`src/rtl/inst_fetch_unit_pkg.sv`:
```
// Shared definitions for the instruction fetch unit.
// Holds the fetch-phase and execute-state encodings used between the control
// unit and the fetch unit, the default instruction width and the NOP encoding.
package inst_fetch_unit_pkg;

    localparam int FE_STATE_BITS = 2;
    localparam int EX_STATE_BITS = 4;
    localparam int INST_WIDTH    = 12;

    localparam logic [11:0] I_NOP_12 = 12'h000;

    typedef enum logic [FE_STATE_BITS-1:0] {
        FE_Q1 = 2'd0,
        FE_Q2 = 2'd1,
        FE_Q3 = 2'd2,
        FE_Q4 = 2'd3
    } feState_t;

    // Only the Q4 states matter to the fetch unit; Q1..Q3 are listed so the
    // encoding space is shared with the control unit.
    typedef enum logic [EX_STATE_BITS-1:0] {
        EX_Q1       = 4'd0,
        EX_Q2       = 4'd1,
        EX_Q3       = 4'd2,
        EX_Q4_ELSE  = 4'd3,
        EX_Q4_GOTO  = 4'd4,
        EX_Q4_CALL  = 4'd5,
        EX_Q4_RETLW = 4'd6,
        EX_Q4_FSZ   = 4'd7,
        EX_Q4_BTFSX = 4'd8
    } exState_t;

endpackage

```
`src/rtl/inst_fetch_unit_stack2.sv`:
```
// pic_stack2: two-level hardware return stack with a saturating depth count.
// Ports:
//   clk, rst_n   clock, asynchronous active-low reset
//   push         store din on top, old top moves down, old bottom is lost
//   pop          bottom moves up to top; bottom keeps its value
//   din          return address to push
//   top          current top-of-stack (return address on pop)
//   depth        valid entries, saturates at 0 and 2
module pic_stack2 #(
    parameter int WIDTH = 11
) (
    input  logic             clk,
    input  logic             rst_n,
    input  logic             push,
    input  logic             pop,
    input  logic [WIDTH-1:0] din,
    output logic [WIDTH-1:0] top,
    output logic [1:0]       depth
);

    logic [WIDTH-1:0] stack1;
    logic [WIDTH-1:0] stack2;

    always_ff @(posedge clk or negedge rst_n) begin
        if (!rst_n) begin
            stack1 <= '0;
            stack2 <= '0;
            depth  <= 2'd0;
        end else if (push) begin
            stack2 <= stack1;
            stack1 <= din;
            if (depth != 2'd2) depth <= depth + 2'd1;
        end else if (pop) begin
            // Underflow keeps returning stale contents rather than zero.
            stack1 <= stack2;
            if (depth != 2'd0) depth <= depth - 2'd1;
        end
    end

    assign top = stack1;

endmodule

```
`src/rtl/inst_fetch_unit.sv`:
```
// inst_fetch_unit: program counter, return stack and instruction register.
// Latches one instruction per 4-phase instruction cycle and redirects the PC
// on GOTO, CALL, RETLW, taken skips and PCL writes; every redirect replaces
// the already-prefetched instruction with a NOP.
// Ports:
//   clk, rst_n     clock, asynchronous active-low reset
//   fetchState     fetch phase from control unit (update only in FE_Q4)
//   executeState   execute state from control unit (EX_Q4_* at load edge)
//   romData        program ROM data for romAddr
//   skip           skip condition for FSZ / BTFSx
//   pa             STATUS page bits PA1:PA0
//   pclWrEn        datapath writes PCL, pclData the value
//   romAddr        program ROM address (= pc)
//   instOut        instruction register to control unit
//   stackDepth     valid return-stack entries
module inst_fetch_unit
    import inst_fetch_unit_pkg::*;
#(
    parameter int PC_WIDTH   = 11,
    parameter int INST_WIDTH = 12
) (
    input  logic                     clk,
    input  logic                     rst_n,
    input  logic [FE_STATE_BITS-1:0] fetchState,
    input  logic [EX_STATE_BITS-1:0] executeState,
    input  logic [INST_WIDTH-1:0]    romData,
    input  logic                     skip,
    input  logic [1:0]               pa,
    input  logic                     pclWrEn,
    input  logic [7:0]               pclData,
    output logic [PC_WIDTH-1:0]      romAddr,
    output logic [INST_WIDTH-1:0]    instOut,
    output logic [1:0]               stackDepth
);

    localparam logic [PC_WIDTH-1:0]   PC_ONE  = 1;
    localparam logic [INST_WIDTH-1:0] INST_NOP = INST_WIDTH'(I_NOP_12);

    logic [PC_WIDTH-1:0]   pc;
    logic [PC_WIDTH-1:0]   pcNext;
    logic [PC_WIDTH-1:0]   stackTop;
    logic [INST_WIDTH-1:0] instNext;
    logic                  push;
    logic                  pop;
    logic                  loadEdge;
    logic [10:0]           gotoTarget;
    logic [10:0]           callTarget;
    logic [10:0]           pclTarget;

    assign loadEdge = (fetchState == FE_Q4);

    // Full 11-bit targets; narrower PCs simply drop the upper page bits.
    assign gotoTarget = {pa, instOut[8:0]};
    assign callTarget = {pa, 1'b0, instOut[7:0]};
    assign pclTarget  = {pa, 1'b0, pclData};

    always_comb begin
        pcNext   = pc;
        instNext = instOut;
        push     = 1'b0;
        pop      = 1'b0;
        if (loadEdge) begin
            if (executeState == EX_Q4_GOTO) begin
                pcNext   = gotoTarget[PC_WIDTH-1:0];
                instNext = INST_NOP;
            end else if (executeState == EX_Q4_CALL) begin
                // pc already points past the CALL, so it is the return address.
                push     = 1'b1;
                pcNext   = callTarget[PC_WIDTH-1:0];
                instNext = INST_NOP;
            end else if (executeState == EX_Q4_RETLW) begin
                pop      = 1'b1;
                pcNext   = stackTop;
                instNext = INST_NOP;
            end else if ((executeState == EX_Q4_FSZ || executeState == EX_Q4_BTFSX) && skip) begin
                pcNext   = pc + PC_ONE;
                instNext = INST_NOP;
            end else if (pclWrEn) begin
                pcNext   = pclTarget[PC_WIDTH-1:0];
                instNext = INST_NOP;
            end else begin
                pcNext   = pc + PC_ONE;
                instNext = romData;
            end
        end
    end

    always_ff @(posedge clk or negedge rst_n) begin
        if (!rst_n) begin
            pc      <= '1;
            instOut <= INST_NOP;
        end else begin
            pc      <= pcNext;
            instOut <= instNext;
        end
    end

    pic_stack2 #(
        .WIDTH (PC_WIDTH)
    ) uStack (
        .clk   (clk),
        .rst_n (rst_n),
        .push  (push),
        .pop   (pop),
        .din   (pc),
        .top   (stackTop),
        .depth (stackDepth)
    );

    assign romAddr = pc;

endmodule
```
`config.mk`:
```
export PLATFORM = sky130hd
export DESIGN_NAME = inst_fetch_unit
export DESIGN_NICKNAME = d
export VERILOG_FILES = /design/src/rtl/inst_fetch_unit_pkg.sv /design/src/rtl/inst_fetch_unit_stack2.sv /design/src/rtl/inst_fetch_unit.sv
export SDC_FILE = /design/constraint.sdc
export NUM_CORES = 1
export LEC_CHECK = 0
export BUFFER_PORTS_ARGS = -buffer_cell sky130_fd_sc_hd__buf_2
export CAP_MARGIN = 20
export CORE_MARGIN = 2
export CORE_UTILIZATION = 38
export DETAILED_ROUTE_END_ITERATION = 8
export GPL_TIMING_DRIVEN = 0
export SYNTH_ARGS = -nofsm -noshare
export SYNTH_HDL_FRONTEND = slang
export SYNTH_SLANG_ARGS = --single-unit
export TNS_END_PERCENT = 1
```
`constraint.sdc`:
```
create_clock -name clk -period 4.3 [get_ports clk]
set_input_delay 1.29 -clock clk [delete_from_list [all_inputs] [get_ports clk]]
set_output_delay 1.29 -clock clk [all_outputs]
set_load 0.02 [all_outputs]
```
==> flow_summary.json, run 1 <==
{
  "status": "completed",
  "finalWorstSetupSlack_ns": 1.751,
  "power_density_mw_per_mm2": 383.8,
  "numCtsBuffers": 5,
  "drive_above_1_share_pct": 36.03,
  "wire_per_inst_um": 18.51,
  "dpl.hpwl_um": 4991,
  "cts-resized-gates": 0,
  "power.share.clock_pct": 27.3,
  "slowest_stage": "nand4bb_1",
  "ctsHoldBuffers": 0,
  "maxCapViolations": 0,
  "syn_avg_cell_area_um2": 10.99,
  "peakVddDrop_v": 0.0001827,
  "port_buffers": 54,
  "netlist_instances": 234,
  "insertedDiodeCount": 0,
  "htreeDepth": 2,
  "setup.worst_path.class": "primary input to flop",
  "grt_usage_pct": 19.28,
  "tns_ns": 0,
  "critical_path_buf_inv_count": 4,
  "synth_top_family_by_area": "compound AO/OA/AOI/OAI gates",
  "grt_pass1_wl_um": 11170,
  "synth_xor_area_share_pct": 1.702,
  "drv_slew": 0,
  "hp-class": "flop to flop",
  "drt-total-wl_um": 6921,
  "routabilityCongestion": 0.8393,
  "post-cts-setup-buffers": 0,
  "yosys.area_share.simple_pct": 13.62,
  "final_core_util_pct": 47.46,
  "synth_mux_area_share_pct": 5.593,
  "insertion_delay_ns": 0.30,
  "final_hold_viol_count": 0,
  "grt_max_degree": 48,
  "clock_path_buffers": 2,
  "synth_fa_ha_area_share_pct": 0.4864,
  "seqPwrFrac_pct": 50.3,
  "drt_iter0_drc": 144,
  "fmax_mhz": 392.4,
  "synth.distinct_cells": 61,
  "nets": 329,
  "cp_top_family": "simple AND/OR/NAND/NOR gates",
  "syn-cell-area_mm2": 0.002572,
  "antenna_left": 0,
  "area_delta_synth_final_pct": 19.16,
  "cp-start-kind": "primary input",
  "r2r_slack_ns": 2.41,
  "vias": 2213,
  "synth_compound_area_share_pct": 24.85,
  "r2r-end": "romAddr[6]",
  "arrival_ns": 2.79,
  "die_area_mm2": 0.007443,
  "ys_seq_area_share_pct": 46.25,
  "io_pins": 57,
  "cts_tree": "done",
  "r2r-start": "romAddr[3]",
  "yosys_warnings": 0,
  "crit_path_max_fanout": 10,
  "p_sw_share_pct": 31.25,
  "finalNonFillerCells": 374,
  "total_power_mw": 1.176,
  "synth_edf_count": 0,
  "layout_common_cells": "buf_2, dfrtp_1, inv_1",
  "grt_setup_unrepaired": "false",
  "power.leakage_nw": 1.456,
  "cp.depth": 7,
  "end_kind": "flop",
  "start_util_pct": 39.83,
  "clkTransAtPathRegs_ns": 0.08,
  "pwr-share-comb_pct": 22.5,
  "slew_headroom_pct": 65.80,
  "fin_skew_ns": 0.007189,
  "p_switching_mw": 0.3676,
  "vias_per_cell": 5.917,
  "root_buffer": "clkbuf_8",
  "setup_viol": 0,
  "max_stage_delay_ns": 0.45,
  "antenna_found_initial": 0,
  "period_share_pct": 59.27,
  "drtPass1Iterations": 4,
  "finalWorstPathRequiredPeriod_ns": 2.549,
  "reg2reg_depth": 5,
  "crit_end": "uStack.top[9]",
  "dp_cells": 365,
  "crit_path_cell_trace": "buf_2 > buf_2 > nand4bb_1 > nor3_2 > buf_4 > a222oi_1 > inv_1",
  "final_common_cell": "buf_2",
  "coreArea_mm2": 0.006459,
  "ys_ff_latch": 47,
  "crit_start": "executeState[0]",
  "first_global_vias": 2136,
  "rows": 29,
  "die_x_um": 86.28,
  "worst_slew_pin_slew_ns": 0.5130,
  "place_ws_ns": 1.458,
  "grt.overflow.total": 0,
  "cp_common_cell": "buf_2",
  "synth-main-ff-cell": "dfrtp_1",
  "internal-power_mw": 0.8089,
  "syn_nets": 267,
  "required_ns": 4.54,
  "die-height_um": 86.28,
  "clock-sinks": 47,
  "synthArstFlopShare_pct": 100.0,
  "drcViolationCount": 0
}
==> worst min-delay path, stage by stage, from the launching register on <==
cell and delay, ns:
dfrtp_1 0.35, a222oi_1 0.06, inv_1 0.05
==> state kept, by name, indices dropped and copies added, names as in the netlist <==
register,cells
romAddr,11
instOut,12
uStack.top,11
uStack.depth,2
uStack.stack2,11
==> worst min-delay path by stage <==
stage	from	endpoint	slack, ns	cells past startpoint
finish	uStack.stack2[3]	uStack.top[3]	0.49	2
global placement	uStack.stack2[0]	uStack.top[0]	0.46	2
global route	uStack.stack2[8]	uStack.top[8]	0.52	2
CTS	uStack.stack2[3]	uStack.top[3]	0.49	2
floorplan	uStack.stack2[10]	uStack.top[10]	0.45	2
detailed placement	uStack.stack2[8]	uStack.top[8]	0.47	2
==> cell type report <==
cell class,count,area [um^2]
fillers,635,3393
flip-flops and latches,47,1190
multi-input cells,152,1190
repair buffers,55,290.3
plain buffers,19,132.6
well taps,77,96.34
clock buffers,7,76.32
inverters,16,60.06
clock inverters,1,30.03
==> power by group through the flow <==
stage	Clock [mW]	Combinational [mW]	Sequential, mW
floorplan	0	0.142	0.609
global placement	0	0.257	0.598
detailed placement	0	0.263	0.598
CTS	0.328	0.263	0.591
global route	0.350	0.291	0.600
finish	0.321	0.264	0.591
==> kinds of logic (layout without fill, tap and decap cells) <==
logic type,Yosys count,count (layout)
AO/OA/AOI/OAI,78,78
XOR/XNOR,5,5
adder cells (fa/ha/maj),1,1
buffers and inverters,35,98
flip-flops,47,47
multiplexers,13,13
AND/OR/NAND/NOR,55,55
==> cells in the mapped netlist, types with 3 or more instances <==
library cell,instances,area (um^2)
nand2_1,13,48.80
buf_6,4,45.04
nor4_1,3,18.77
dfrtp_1,36,900.9
clkbuf_1,4,15.01
a221o_1,4,40.04
a222oi_1,11,110.1
nor2_1,7,26.28
inv_1,16,60.06
o221ai_1,4,35.03
nand4_1,6,37.54
nand3_1,4,20.02
o21ai_0,7,35.03
o31ai_1,4,30.03
a211oi_1,6,45.04
a21oi_1,6,30.03
dfstp_2,11,289.0
mux2_2,10,112.6
xnor2_1,3,26.28
a22o_1,13,113.9
buf_2,8,40.04
a221oi_1,4,35.03
a21boi_0,3,22.52
nor3_1,3,15.01
==> stage by stage <==
stage | instance area [um^2] | hold slack, ns
finish | 3065 | 0.4915
global route | 3065 | 0.5181
CTS | 3045 | 0.4923
detailed placement | 2939 | 0.4723
global placement | 2939 | 0.4598
floorplan | 2572 | 0.4520
==> routing by layer <==
metal	global-route usage, %	part of all wire, %	vias up
met1	26.98	46	1079
met3	3.810	6.9	11
met2	30.16	45	88
li1	-	-	1035
met5	0	0	-
met4	6.250	1.6	0
(Power assumes the default switching activity.)
==> run 2, diff against run 1 <==
--- a/config.mk
+++ b/config.mk
@@ -5,6 +5,7 @@
 export SDC_FILE = /design/constraint.sdc
 export NUM_CORES = 1
 export LEC_CHECK = 0
+export ABC_AREA = 1
 export BUFFER_PORTS_ARGS = -buffer_cell sky130_fd_sc_hd__buf_2
 export CAP_MARGIN = 20
 export CORE_MARGIN = 2
==> constraint.sdc (replaced) <==
create_clock -name clk -period 2.3 [get_ports clk]
set_input_delay 0.69 -clock clk [delete_from_list [all_inputs] [get_ports clk]]
set_output_delay 0.69 -clock clk [all_outputs]
set_load 0.02 [all_outputs]
==> run 2 against run 1 <==
  * Flip-flop and latch count is the same
  * Register-to-register slack lost 1.9 ns
  * Critical path depth grew 3
  * Critical endpoint is now romAddr[10]
  * Die area grew 2.4%
  * Sequential power grew 91%
  * Largest cell class is now multi-input gates
  * Non-clock buffer count is the same
  * Via count grew 11%
  * Clock power grew 55%
==> flow_summary.json, run 2 <==
{
  "status": "completed",
  "internal-power_mw": 1.453,
  "setup.worst_path.class": "flop to flop",
  "grtUsageMet2_pct": 28.51,
  "end_kind": "flop",
  "grt_pass1_wl_um": 11160,
  "setup_viol": 0,
  "ys_ff_latch": 47,
  "clkTransAtPathRegs_ns": 0.09,
  "vias": 2464,
  "post-cts-setup-buffers": 0,
  "numCtsBuffers": 5,
  "cts_tree": "done",
  "die_area_mm2": 0.007623,
  "drive_above_1_share_pct": 25.85,
  "clock_path_buffers": 2,
  "insertedDiodeCount": 0,
  "drv_slew": 0,
  "finalWorstPathRequiredPeriod_ns": 1.800,
  "crit_path_max_fanout": 5,
  "met3_usage_pct": 3.886,
  "crit_path_cell_trace": "ha_1 > nand3_1 > nor2_1 > nand2_1 > nand2_1 > nand3_1 > nand2_1 > nand2_1 > nand2_1 > nand2_1",
  "drtPass1Iterations": 4,
  "p_sw_share_pct": 35.73,
  "drcViolationCount": 0,
  "power.share.clock_pct": 22.0,
  "fin_skew_ns": 0.01093,
  "critical_path_buf_inv_count": 0,
  "yosys.area.top_type": "dfrtp_1",
  "period_share_pct": 78.27,
  "peakVddDrop_v": 0.0003553,
  "clock-sinks": 47,
  "yosys_warnings": 0,
  "final_hold_viol_count": 0,
  "coreArea_mm2": 0.006756,
  "tns_ns": 0,
  "r2r-end": "romAddr[10]",
  "finalWorstSetupSlack_ns": 0.4999,
  "routabilityCongestion": 0.8453,
  "area_delta_synth_final_pct": 18.69,
  "largest_register_ffs": 12,
  "seqPwrFrac_pct": 49.8,
  "worst_slew_pin_slew_ns": 0.5636,
  "synth_common_cells": "nand2_1, dfrtp_1, inv_1",
  "max_stage_delay_ns": 0.59,
  "arrival_ns": 2.04,
  "synth.most_common_cell": "nand2_1",
  "cts-resized-gates": 0,
  "rows": 30,
  "synth_edf_count": 0,
  "reg2reg_depth": 10,
  "grt.overflow.total": 0,
  "yosysTopAreaCellShare_pct": 34.16,
  "dpl-instance-area_mm2": 0.003018,
  "synthArstFlopShare_pct": 100.0,
  "cp_top_family": "simple AND/OR/NAND/NOR gates",
  "p_switching_mw": 0.8078,
  "design_area_mm2": 0.003131,
  "io_pins": 57,
  "syn_avg_cell_area_um2": 7.645,
  "first_global_vias": 2288,
  "power_density_mw_per_mm2": 722.2,
  "antenna_left": 0,
  "grt_max_degree": 48,
  "root_buffer": "clkbuf_8",
  "hp-class": "primary input to asynchronous set/reset pin",
  "cp_common_cell": "nand2_1",
  "hold_ws_ns": 0.3661,
  "syn_nets": 378,
  "insertion_delay_ns": 0.31,
  "slew_headroom_pct": 62.42,
  "synthTopCellsByArea": "dfrtp_1, nand2_1, dfstp_2, o21ai_0, inv_1",
  "top_usage_layer": "met2",
  "slowest_stage": "dfstp_2",
  "die_x_um": 87.31,
  "layout_common_cells": "nand2_1, buf_2, inv_1, dfrtp_1, o21ai_0",
  "use_met1_pct": 26.91,
  "grt_setup_unrepaired": "false",
  "dpl.hpwl_um": 5032,
  "final_common_cell": "nand2_1",
  "port_buffers": 56,
  "total_power_mw": 2.261,
  "start_util_pct": 39.04,
  "nets": 442,
  "drt_iter0_drc": 153,
  "fillers": 712,
  "maxCapViolations": 0,
  "r2r_slack_ns": 0.50,
  "power.leakage_nw": 1.646,
  "htreeDepth": 2,
  "synth.distinct_cells": 27,
  "cp-start-kind": "flop",
  "vias_per_cell": 5.029,
  "required_ns": 2.54,
  "ys_seq_area_share_pct": 45.11,
  "die-height_um": 87.31,
  "netlist_instances": 345,
  "ctsHoldBuffers": 0,
  "antenna_found_initial": 0,
  "fmax_mhz": 555.5,
  "syn-cell-area_mm2": 0.002638,
  "pwr-share-comb_pct": 28.1,
  "grt_usage_pct": 18.82,
  "place_ws_ns": 0.2517,
  "synth-main-ff-cell": "dfrtp_1",
  "r2r-start": "romAddr[0]",
  "drt-total-wl_um": 6781,
  "wire_per_inst_um": 13.84,
  "top_register": "instOut"
}
==> run 2: cell count changes after synthesis, sizes merged, moves of 6 or more <==
cell    delta
a211oi     -6
a21oi     +13
a222oi    -11
a22o      -13
inv       +23
mux2      -11
nand2    +113
nand3     +22
nand4      -6
nor2      +11
o21ai     +20
==> run 2: final cells by class <==
class,instances,area [um^2],share of cell area (%)
Buffer,17,108.9,3.477
Clock buffer,6,72.57,2.318
Clock inverter,2,12.51,0.3997
Inverter,39,146.4,4.676
Multi-Input combinational cell,242,1192,38.09
Sequential cell,47,1190,38.01
Tap cell,80,100.1,3.197
Timing Repair Buffer,57,307.8,9.832
==> run 2: worst max path at each step <==
stage	startpoint	endpoint	cells past startpoint
2_1_floorplan	fetchState[0]	uStack.top[10]	9
3_3_place_gp	executeState[2]	uStack.top[10]	9
3_5_place_dp	executeState[2]	uStack.top[8]	9
4_1_cts	romAddr[2]	romAddr[2]	1
5_1_grt	romAddr[0]	romAddr[8]	9
6_report	romAddr[0]	romAddr[10]	10
==> run 2: through the flow <==
| step | cells | util [%] |
|---|---|---|
| 3_5_place_dp | 481 | 44.67 |
| 4_1_cts | 489 | 45.93 |
| 2_1_floorplan | 345 | - |
| 3_3_place_gp | 481 | 44.67 |
| 6_report | 490 | 46.33 |
| 5_1_grt | 490 | 46.33 |
==> run 2: kinds of logic (layout without fill, tap and decap cells) <==
kind of cell / count (synthesis) / after routing / share of synthesized area [%]
XOR/XNOR: 3 / 3 / 0.9964
AND/OR/NAND/NOR: 175 / 175 / 27.56
adder cells (fa/ha/maj): 1 / 1 / 0.4743
flip-flops: 47 / 47 / 45.11
buffers and inverters: 56 / 121 / 9.677
AO/OA/AOI/OAI: 63 / 63 / 16.18
==> run 2: per-layer routing <==
metal	up-vias	wire length [um]	share of wire [%]
met3	7	330	4.9
li1	1239	-	-
met4	0	82	1.2
met1	1156	3331	49
met5	-	0	0
met2	62	3036	45
==> run 2: power groups by stage <==
stage / Sequential, mW / Clock, mW / Combinational, mW
after global placement: 1.14 / 0 / 0.625
after CTS: 1.13 / 0.516 / 0.636
after detailed placement: 1.14 / 0 / 0.635
final: 1.13 / 0.498 / 0.636
after global routing: 1.15 / 0.541 / 0.722
after floorplan: 1.19 / 0 / 0.358
==> run 3, diff against run 2 <==
==> constraint.sdc (replaced) <==
create_clock -name clk -period 1.87 [get_ports clk]
set_input_delay 0.561 -clock clk [delete_from_list [all_inputs] [get_ports clk]]
set_output_delay 0.561 -clock clk [all_outputs]
set_load 0.02 [all_outputs]
==> run 3 against run 2 <==
  * Cell count stayed put
  * Critical path depth did not move
  * Core utilization about the same
  * Clock-buffer cell count unchanged
  * Largest power group unchanged
  * First-iteration DRC count grew 9.8%
  * Final area about the same
  * Critical endpoint unchanged
  * Register-to-register slack got worse by 0.37 ns
  * Die area is the same
  * Setup slack got worse by 0.37 ns
  * Clock skew decreased by 0.00080 ns
==> flow_summary.json, run 3 (synthesis results as in run 2) <==
{
  "grt_usage_pct": 18.82,
  "p_switching_mw": 1.000,
  "place_ws_ns": -0.04932,
  "setup.worst_path.class": "flop to flop",
  "end_kind": "flop",
  "area_delta_synth_final_pct": 18.79,
  "arrival_ns": 1.98,
  "power.share.clock_pct": 22.1,
  "drive_above_1_share_pct": 26.10,
  "rows": 30,
  "port_buffers": 56,
  "required_ns": 2.11,
  "vias_per_cell": 5.061,
  "first_global_vias": 2288,
  "finalWorstPathRequiredPeriod_ns": 1.743,
  "die_area_mm2": 0.007623,
  "internal-power_mw": 1.788,
  "cts_tree": "done",
  "crit_path_max_fanout": 5,
  "seqPwrFrac_pct": 49.7,
  "nets": 442,
  "slew_headroom_pct": 61.74,
  "coreArea_mm2": 0.006756,
  "io_pins": 57,
  "antenna_left": 0,
  "design_area_mm2": 0.003133,
  "clock-sinks": 47,
  "grt_pass1_wl_um": 11160,
  "worst_slew_pin_slew_ns": 0.5738,
  "die-height_um": 87.31,
  "top_register": "instOut",
  "grt.overflow.total": 0,
  "wl_met1_um": 3363,
  "largest_register_ffs": 12,
  "drcViolationCount": 0,
  "die_x_um": 87.31,
  "wire_per_inst_um": 13.95,
  "layout_common_cells": "nand2_1, buf_2, inv_1, dfrtp_1, o21ai_0",
  "insertion_delay_ns": 0.31,
  "r2r_slack_ns": 0.13,
  "routabilityCongestion": 0.8453,
  "status": "completed",
  "r2r-end": "romAddr[10]",
  "multi_input_area_mm2": 0.001195,
  "drt-total-wl_um": 6835,
  "setup_viol": 0,
  "top_layer": "met4",
  "final_hold_viol_count": 0,
  "clkTransAtPathRegs_ns": 0.09,
  "pwr-share-comb_pct": 28.2,
  "grt_max_degree": 48,
  "ff_latch_area_mm2": 0.001190,
  "peakVddDrop_v": 0.0004371,
  "drt_iter0_drc": 168,
  "p_sw_share_pct": 35.88,
  "finalWorstSetupSlack_ns": 0.1272,
  "period_share_pct": 93.20,
  "clock_path_buffers": 2,
  "numCtsBuffers": 5,
  "dr_wl_met2_um": 3040,
  "power.leakage_nw": 1.646,
  "start_util_pct": 39.04,
  "hp-class": "primary input to asynchronous set/reset pin",
  "wl_met3_um": 348,
  "hold_ws_ns": 0.2402,
  "root_buffer": "clkbuf_8",
  "final_common_cell": "nand2_1",
  "dpl-instance-area_mm2": 0.003018,
  "power_density_mw_per_mm2": 889.8,
  "ctsHoldBuffers": 0,
  "htreeDepth": 2,
  "fillers": 712,
  "final_core_util_pct": 46.37,
  "antenna_found_initial": 0,
  "cp-start-kind": "flop",
  "fmax_mhz": 573.8,
  "finalNonFillerCells": 490,
  "dpl.hpwl_um": 5032,
  "reg2reg_depth": 10,
  "drtPass1Iterations": 4,
  "fin_skew_ns": 0.01012,
  "insertedDiodeCount": 0,
  "maxCapViolations": 0,
  "drv_slew": 0,
  "r2r-start": "romAddr[0]",
  "dp_cells": 481,
  "vias": 2480
}
## run 3: changes by cell type in the layout (fill, tap and decap cells not counted)
cell / change
nor2_1: -1
nor2_2: +1
## run 3: critical path: stages (launching register included)
cell and delay, ns:
dfstp_2 0.59, ha_1 0.19, nand3_1 0.20, nor2_2 0.24
nand2_1 0.08, nand2_1 0.06, nand3_1 0.09, nand2_1 0.08
nand2_1 0.05, nand2_1 0.05, nand2_1 0.05
## run 3: worst max-delay path by stage
| stage | cells past startpoint | endpoint | start | slack, ns |
|---|---|---|---|---|
| floorplan | 9 | romAddr[8] | romAddr[1] | 0.28 |
| global placement | 9 | uStack.top[10] | executeState[2] | -0.02 |
| detailed placement | 9 | uStack.top[8] | executeState[2] | -0.05 |
| CTS | 10 | romAddr[10] | romAddr[0] | 0.11 |
| global route | 9 | romAddr[8] | romAddr[0] | -0.00002 |
| finish | 10 | romAddr[10] | romAddr[0] | 0.13 |
## run 3: timing repair
action	4_1_cts	5_1_grt
setup buffers	0	0
resized for setup	0	1
endpoints found under the setup margin	0	3
hold endpoints to repair	0	0
## run 3: through the flow
step / TNS (ns) / power (mW)
after detailed placement: -0.3349 / 2.184
after CTS: 0 / 2.801
after global routing: -0.00001554 / 2.963
final: 0 / 2.788
after global placement: -0.1739 / 2.168
after floorplan: 0 / 1.904
## run 3: per-layer routing
metal  GRT usage (%)  vias up
li1                -     1237
met1           26.91     1163
met2           28.51       73
met3           3.886        7
met4           5.874        0
met5               0        -
## run 3: cell type report
class	count	area share, %
Sequential cell	47	37.98
Tap cell	80	3.195
Buffer	17	3.474
Clock buffer	6	2.316
Inverter	39	4.673
Timing Repair Buffer	57	9.824
Clock inverter	2	0.3994
Multi-Input combinational cell	242	38.14
## run 3: power groups by stage
stage / logic, mW / clock network, mW / registers (mW)
after global routing: 0.890 / 0.665 / 1.41
final: 0.786 / 0.615 / 1.39
after detailed placement: 0.782 / 0 / 1.40
after CTS: 0.782 / 0.634 / 1.38
after floorplan: 0.440 / 0 / 1.46
after global placement: 0.769 / 0 / 1.40
